`config.mk`:
```
export PLATFORM = sky130hd
export DESIGN_NAME = i2s_adc_receiver
export DESIGN_NICKNAME = d
export VERILOG_FILES = /design/src/rtl/audio_rx_pkg.sv /design/src/rtl/sync_edge_detect.sv /design/src/rtl/i2s_adc_receiver.sv
export SDC_FILE = /design/constraint.sdc
export NUM_CORES = 1
export LEC_CHECK = 0
export ABC_CLOCK_PERIOD_IN_PS = 2100
export BUFFER_PORTS_ARGS = -buffer_cell sky130_fd_sc_hd__buf_2
export CORE_UTILIZATION = 45
export CTS_CLUSTER_DIAMETER = 60
export DETAILED_ROUTE_END_ITERATION = 16
export PLACE_DENSITY_LB_ADDON = 0.1
export SYNTH_ARGS = -nofsm -noshare
export SYNTH_HDL_FRONTEND = slang
export SYNTH_HIERARCHICAL = 1
export SYNTH_SLANG_ARGS = --single-unit
```
`constraint.sdc`:
```
create_clock -name CLOCK_50 -period 2.1 [get_ports CLOCK_50]
set_input_delay 0.42 -clock CLOCK_50 [delete_from_list [all_inputs] [get_ports CLOCK_50]]
set_output_delay 0.42 -clock CLOCK_50 [all_outputs]
set_load 0.01 [all_outputs]
```
`src/rtl/audio_rx_pkg.sv`:
```
// Shared types and constants for the I2S ADC receive path.
package audio_rx_pkg;

  typedef enum logic [1:0] {
    SYNC  = 2'd0,
    SHIFT = 2'd1,
    PAD   = 2'd2
  } rx_state_t;

  localparam int DEFAULT_DATA_WIDTH = 24;

  localparam logic CH_LEFT  = 1'b0;
  localparam logic CH_RIGHT = 1'b1;

endpackage

```
`src/rtl/sync_edge_detect.sv`:
```
// Synchronises an asynchronous clock-like pin plus companion data pins into
// the system domain and produces a registered one-cycle strobe on its rising edge.
module sync_edge_detect #(
  parameter int SYNC_STAGES = 2,
  parameter int DATA_BITS   = 2
) (
  input  logic                 clk,
  input  logic                 rst,
  input  logic                 edge_in,
  input  logic [DATA_BITS-1:0] data_in,
  output logic                 edge_rise,
  output logic [DATA_BITS-1:0] data_sync
);

  logic [SYNC_STAGES-1:0] edge_sr;
  logic                   edge_prev;
  logic [DATA_BITS-1:0]   data_sr [SYNC_STAGES];

  always_ff @(posedge clk) begin
    if (rst) begin
      edge_sr   <= '0;
      edge_prev <= 1'b0;
      edge_rise <= 1'b0;
      for (int i = 0; i < SYNC_STAGES; i++) data_sr[i] <= '0;
    end else begin
      edge_sr   <= {edge_sr[SYNC_STAGES-2:0], edge_in};
      edge_prev <= edge_sr[SYNC_STAGES-1];
      edge_rise <= edge_sr[SYNC_STAGES-1] & ~edge_prev;
      data_sr[0] <= data_in;
      for (int i = 1; i < SYNC_STAGES; i++) data_sr[i] <= data_sr[i-1];
    end
  end

  assign data_sync = data_sr[SYNC_STAGES-1];

endmodule

```
`src/rtl/i2s_adc_receiver.sv`:
```
// WM8731 I2S ADC deserialiser: oversamples BCLK/LRCK/DAT in the CLOCK_50 domain
// and presents each left/right pair on a valid/ready output.
module i2s_adc_receiver
  import audio_rx_pkg::*;
#(
  parameter int DATA_WIDTH  = DEFAULT_DATA_WIDTH,
  parameter int SYNC_STAGES = 2
) (
  input  logic                  CLOCK_50,
  input  logic                  RESET,
  input  logic                  AUD_BCLK,
  input  logic                  AUD_ADCLRCK,
  input  logic                  AUD_ADCDAT,
  input  logic                  enable,
  output logic [DATA_WIDTH-1:0] left_data,
  output logic [DATA_WIDTH-1:0] right_data,
  output logic                  sample_valid,
  input  logic                  sample_ready,
  output logic                  overrun,
  input  logic                  clear_overrun,
  output logic                  frame_error,
  output logic [1:0]            rx_state
);

  localparam int CNT_W = $clog2(DATA_WIDTH + 1);

  logic       bclk_rise;
  logic [1:0] pin_sync;
  logic       lrck_s;
  logic       dat_s;

  sync_edge_detect #(
    .SYNC_STAGES (SYNC_STAGES),
    .DATA_BITS   (2)
  ) u_sync (
    .clk       (CLOCK_50),
    .rst       (RESET),
    .edge_in   (AUD_BCLK),
    .data_in   ({AUD_ADCLRCK, AUD_ADCDAT}),
    .edge_rise (bclk_rise),
    .data_sync (pin_sync)
  );

  assign lrck_s = pin_sync[1];
  assign dat_s  = pin_sync[0];

  rx_state_t             state;
  rx_state_t             state_next;
  logic                  lrck_prev;
  logic                  lrck_prev_valid;
  logic                  channel;
  logic [CNT_W-1:0]      bit_cnt;
  logic [DATA_WIDTH-1:0] shift_reg;
  logic [DATA_WIDTH-1:0] shift_next;
  logic [DATA_WIDTH-1:0] left_hold;

  logic bit_strobe;
  logic boundary;
  logic fall_bnd;
  logic cnt_last;

  // A bit only counts once lrck_prev holds a real sample; the very first rise
  // after reset or enable just primes it.
  assign bit_strobe = enable & bclk_rise & lrck_prev_valid;
  assign boundary   = bit_strobe & (lrck_s != lrck_prev);
  assign fall_bnd   = boundary & ~lrck_s;
  assign cnt_last   = (bit_cnt == CNT_W'(DATA_WIDTH - 1));
  assign shift_next = {shift_reg[DATA_WIDTH-2:0], dat_s};

  always_ff @(posedge CLOCK_50) begin
    if (RESET) state <= SYNC;
    else       state <= state_next;
  end

  always_comb begin
    state_next = state;
    if (!enable) begin
      state_next = SYNC;
    end else begin
      case (state)
        SYNC:  if (fall_bnd) state_next = SHIFT;
        SHIFT: begin
          if (boundary)                    state_next = fall_bnd ? SHIFT : SYNC;
          else if (bit_strobe && cnt_last) state_next = PAD;
        end
        PAD:   if (boundary) state_next = SHIFT;
        default: state_next = SYNC;
      endcase
    end
  end

  logic start_left;
  logic start_right;
  logic shift_en;
  logic hold_left;
  logic load_pair;
  logic frame_err_set;

  always_comb begin
    start_left    = 1'b0;
    start_right   = 1'b0;
    shift_en      = 1'b0;
    hold_left     = 1'b0;
    load_pair     = 1'b0;
    frame_err_set = 1'b0;
    case (state)
      SYNC: start_left = fall_bnd;
      SHIFT: begin
        if (boundary) begin
          // Short channel: drop it and let the same boundary resynchronise.
          frame_err_set = 1'b1;
          start_left    = fall_bnd;
        end else if (bit_strobe) begin
          shift_en  = 1'b1;
          hold_left = cnt_last & (channel == CH_LEFT);
          load_pair = cnt_last & (channel == CH_RIGHT);
        end
      end
      PAD: begin
        start_left  = fall_bnd;
        start_right = boundary & ~fall_bnd;
      end
      default: ;
    endcase
  end

  // Handshake: a pair transfers on any cycle with sample_valid & sample_ready;
  // valid drops after a transfer unless a new pair loads that same cycle, and a
  // load onto an untaken pair overwrites it and flags overrun.
  always_ff @(posedge CLOCK_50) begin
    if (RESET) begin
      lrck_prev       <= 1'b0;
      lrck_prev_valid <= 1'b0;
      channel         <= CH_LEFT;
      bit_cnt         <= '0;
      shift_reg       <= '0;
      left_hold       <= '0;
      left_data       <= '0;
      right_data      <= '0;
      sample_valid    <= 1'b0;
      overrun         <= 1'b0;
      frame_error     <= 1'b0;
    end else begin
      frame_error <= frame_err_set;

      if (!enable) begin
        lrck_prev_valid <= 1'b0;
      end else if (bclk_rise) begin
        lrck_prev       <= lrck_s;
        lrck_prev_valid <= 1'b1;
      end

      if (start_left || start_right) begin
        channel <= start_right ? CH_RIGHT : CH_LEFT;
        bit_cnt <= '0;
      end else if (shift_en) begin
        shift_reg <= shift_next;
        bit_cnt   <= bit_cnt + CNT_W'(1);
      end

      if (hold_left) left_hold <= shift_next;

      if (load_pair) begin
        left_data    <= left_hold;
        right_data   <= shift_next;
        sample_valid <= 1'b1;
      end else if (sample_valid && sample_ready) begin
        sample_valid <= 1'b0;
      end

      if (load_pair && sample_valid && !sample_ready) overrun <= 1'b1;
      else if (clear_overrun)                         overrun <= 1'b0;
    end
  end

  assign rx_state = state;

endmodule

```
=== After elaboration in Yosys (flattened, before gate mapping) ===
Memory sizes are Yosys's and may differ from the RTL's.
Cells that the tools add are included.

* Register bits: 112
* Memory bits (writable): 4
* Bits of input ports: 8
* Output and inout port bits: 53
* Logic and storage cells: 86
* Memories kept: 1

* Add/subtract/negate cells: 1
* Eq/ne operators: 7
* Muxes and demuxes: 29
* Bitwise operators: 17
* Reduce and logical (&&, ||, !) cells: 16

{| class="wikitable"
|+ Memory list
! memory !! depth !! bits a word !! rd ports !! clocked after memory_dff !! wr ports !! line !! RTL
|-
| u_sync.data_sr || 2 || 2 || 2 || 0 || 2 || sync_edge_detect.sv:17 || <nowiki>logic [DATA_BITS-1:0] data_sr [SYNC_STAGES];</nowiki>
|}

{| class="wikitable"
|+ Operators by type and width
! operator !! number
|-
| $mux W1 || 21
|-
| $mux W2 || 6
|-
| $and A1 B1 Y1 || 8
|-
| $reduce_or A2 Y1 || 4
|-
| $not A1 Y1 || 7
|-
| $pmux W2 S3 || 1
|-
| $add A5 B1 Y5 const B || 1
|-
| $eq A5 B5 Y1 const B || 1
|-
| $logic_and A1 B1 Y1 || 4
|-
| $ne A2 B2 Y1 const B || 2
|-
| $reduce_and A2 Y1 || 2
|-
| $reduce_bool A2 Y1 || 2
|-
| $ne A3 B3 Y1 const B || 1
|-
| $reduce_and A3 Y1 || 1
|-
| $eq A2 B1 Y1 const B || 1
|-
| $eq A2 B2 Y1 const B || 1
|-
| $logic_not A2 Y1 || 1
|-
| $or A1 B1 Y1 || 2
|-
| $pmux W1 S2 || 1
|-
| $logic_not A1 Y1 || 1
|-
| $logic_or A1 B1 Y1 || 1
|-
| $ne A1 B1 Y1 || 1
|}

=== Depth between registers and ports, before layout ===
* Word-level depth: 10
* Mapped depth: 8
* Mapped depth without buffers: 5

=== Modules after synthesis ===
Netlist, hierarchy kept.

{| class="wikitable"
|+ Modules (own cells, without submodules)
! module !! instances !! cells each !! area an instance (um2) !! sequential area each (um2)
|-
| i2s_adc_receiver || 1 || 503 || 4235.3 || 2162.1
|-
| sync_edge_detect || 1 || 18 || 231.5 || 160.2
|}

=== Least setup slack after synthesis ===
OpenSTA, ideal clock, no wires.

* Path kind: register -> register
* Start: memory u_sync.data_sr[1][1], in the netlist u_sync/data_sr[0][3]
* End: register left_data[10]
* Library setup time: 0.132 ns
* Arrival: 1.744 ns
* Data required time: 1.968 ns
* Slack: 0.224 ns
* Stages on the path, launching flop included: 9
* Buffers on the path: 4
* Clock period less this slack: 1.876 ns
* Cells stage by stage: dfxtp_1 -> buf_4 -> buf_6 -> xor2_4 -> or4_1 -> buf_2 -> clkbuf_2 -> o21ai_1 -> a21oi_1

{| class="wikitable"
|+ RTL lines
! what !! line !! RTL
|-
| start: declaration || sync_edge_detect.sv:17 ||
|-
| end signal: assignment || i2s_adc_receiver.sv:164 || <nowiki>left_data <= left_hold;</nowiki>
|-
| end: declaration || i2s_adc_receiver.sv:15 || <nowiki>output logic [DATA_WIDTH-1:0] left_data,</nowiki>
|}

==> impl_metrics.csv <==
group,metric,value,unit
outcome,status,"finished clean",
cells_and_area,mostFrequentLayoutCell,"dfxtp_1",
yosys,synthAdderAreaFrac,0.00280,
detailed_routing,wl_met3,499,um
clock_tree,hold_buffers,0,
timing,setup_viol,0,
clock_tree,post_cts_resized,0,
grt,grt_pass1_wl,16.8,mm
setup_path,timing.rr.start,"u_sync/data_sr[0][3]$_SDFF_PP0_",
timing,tightestPinTransition,0.687,ns
detailed_routing,drcViolationCount,0,
clock_tree,cts_tree,"done",
yosys,ys_seq_area_frac,0.520,
cells_and_area,reg_top3,"left_data (24), left_hold (24), right_data (24)",
setup_path,reg2reg_to,"left_hold[16]$_SDFFE_PP0P_",
yosys,synth_compound_area_frac,0.212,
die,fp.dieArea,10300,um^2
setup_path,worstPathMaxFanout,72,
timing,finalHoldViolations,0,
yosys,async_flop_share,0,
grt,antenna_found_initial,0,
yosys,synthXorXnorAreaFrac,0.0140,
setup_path,startpoint,"u_sync/data_sr[0][3]$_SDFF_PP0_",
die,num_io_pins,61,
setup_path,regToRegSetupSlack,0.09,ns
power,cellPowerDensity,1010,nW/um^2
timing,rsz0062_at_grt,"no",
yosys,netlist_area,4470,um^2
clock_tree,path_clk_slew,0.05,ns
detailed_routing,dr.pass1.iters,5,
die,rows,35,
placed_design,place_hpwl,5.93,mm
grt,grt_pass1_vias,3490,
timing,fin_crit,2.01,ns
run,maxCapViolCount,0,
clock_tree,cts_buffers,17,
detailed_routing,num_vias,3806,
cells_and_area,n_fill_cell,839,
die,start_util,0.474,
detailed_routing,wirelength,10.1,mm
placed_design,gp_congestion,0.759,
timing,layout_setup_ws,0.0871,ns
yosys,synthSimpleGateAreaFrac,0.180,
setup_path,arrival,2.38,ns
timing,slew_headroom,0.542,
yosys,yosys_warnings,6,
yosys,synth_top_family_by_area,"compound AO/OA/AOI/OAI gates",
die,fp.dieW,102,um
grt,grt_max_degree,76,
clock_tree,post-cts-setup-buffers,0,
timing,fin_crit_sh,0.959,
clock_tree,clk-insertion-delay-late,0.51,ns
yosys,synthCells,521,
yosys,synthMuxAreaShare,0,
setup_path,crit_end,"left_hold[16]$_SDFFE_PP0P_",
clock_tree,cts-root-buf,"clkbuf_8",
timing,finalMaxSlewViolations,0,
placed_design,port_buffers,60,
detailed_routing,drtIter0Drc,207,
timing,final.setup.tns,0,ns
grt,grt.total_usage,0.208,
yosys,yosys.cell_types.count,39,
die,dieHeight,102,um
detailed_routing,met1_length,5.29,mm
worst_hold_path,hold_path_class,"in2reg",
placed_design,place_ws,0.0796,ns
cells_and_area,final_cell_mix,"dfxtp_1 (115), a21oi_1 (102), nand3_1 (76)",
yosys,ys_ff_latch,116,
detailed_routing,dr_wl_met2,4.18,mm
setup_path,required,2.46,ns
setup_path,rr_worst_depth,5,
cells_and_area,diodes,0,
clock_tree,cts_num_sinks,116,
cells_and_area,nets,571,
detailed_routing,vias_per_cell,5.41,
yosys,yosys_most_used_dff,"dfxtp_1",
die,core_area,9420,um^2
detailed_routing,drt-wirelength-per-cell,14.3,um
clock_tree,clockBufferDepth,2,
yosys,syn_nets,530,
cells_and_area,layout-drive-gt1-share,0.197,
yosys,avgSynthCellArea,8.57,um^2
detailed_routing,routed.top_layer,"met4",
timing,timing.fmax,0.497,GHz
yosys,synth-edff-count,0,
setup_path,critical_path.startpoint_type,"flip-flop",
setup_path,end_kind,"flip-flop",
timing,finClkSkew,0.00807,ns
power,p_leak,1.96,nW
detailed_routing,drtAntennaViolNets,0,
cells_and_area,syn_to_final_growth,22.0,%
grt,grt_overflow,0,
setup_path,path_class,"reg2reg",
power,ir_worst_vdd,483,uV
clock_tree,htree_levels,4,
worst min-delay path by stage:
stage                           startpoint                         endpoint  slack [ns]  depth (start not counted)
2_1_floorplan  u_sync/edge_prev$_SDFF_PP0_      u_sync/edge_rise$_SDFF_PP0_        0.39                          1
3_3_place_gp   u_sync/edge_prev$_SDFF_PP0_      u_sync/edge_rise$_SDFF_PP0_        0.39                          1
3_5_place_dp   u_sync/edge_prev$_SDFF_PP0_      u_sync/edge_rise$_SDFF_PP0_        0.40                          1
4_1_cts                           AUD_BCLK     u_sync/edge_sr[0]$_SDFF_PP0_        0.10                          2
5_1_grt                        AUD_ADCLRCK  u_sync/data_sr[0][1]$_SDFF_PP0_        0.14                          2
6_report                          AUD_BCLK     u_sync/edge_sr[0]$_SDFF_PP0_        0.12                          2
through the flow:
stage	hold WS (ns)	std cells	total power, mW	area [um^2]	util
after floorplan	0.387	521	2.30	4470	-
after global placement	0.393	672	2.32	4780	0.507
after detailed placement	0.401	672	2.32	4780	0.507
after CTS	0.104	703	5.56	5450	0.579
after global routing	0.143	703	5.67	5450	0.579
final	0.122	703	5.52	5450	0.579
critical path, cell delays in order, from the launching register on:
cell     delay (ns)
dfxtp_1        0.36
xor2_4         0.23
or4_2          0.72
buf_12         0.23
o21ai_0        0.22
a21oi_1        0.09
area by class of cell:
cell class              instances  area [um^2]  share of cell area
inverters                       2         7.51             0.00138
repair buffers                 74          458              0.0841
flip-flops and latches        116         2320               0.427
multi-input cells             351         1830               0.335
clock inverters                 9          198              0.0363
clock buffers                  22          473              0.0868
well taps                     129          161              0.0296
cell usage after synthesis, drive strengths merged (4+ instances only):
| library cell | n | share of area |
|---|---|---|
| dfxtp | 116 | 0.52 |
| a21oi | 102 | 0.11 |
| nand3 | 76 | 0.085 |
| o21ai | 74 | 0.083 |
| nand2 | 51 | 0.043 |
| buf | 34 | 0.054 |
| clkbuf | 18 | 0.015 |
| nor2b | 7 | 0.0098 |
| nor2 | 6 | 0.0050 |
| nand2b | 5 | 0.0070 |
| nor4 | 5 | 0.010 |
| xnor2 | 4 | 0.0078 |
power by group:
part,internal (mW),total (mW),switching (mW)
combinational,0.0186,0.0622,0.0437
clock,2.28,3.24,0.960
sequential,2.21,2.21,0.00385
total,4.51,5.52,1.01
kinds of logic after synthesis:
| kind of cell | count (synthesis) |
|---|---|
| compound gates | 184 |
| xor+xnor | 5 |
| flops | 116 |
| buf+inv | 54 |
| fa+ha+maj | 1 |
| simple gates | 161 |
routing by layer:
layer | global-route usage | vias to the layer above
met4 | 0.0870 | 0
met1 | 0.303 | 1779
li1 | - | 1905
met5 | 0 | -
met2 | 0.292 | 109
met3 | 0.0469 | 13
No activity file was read; power rests on OpenSTA's default activity.
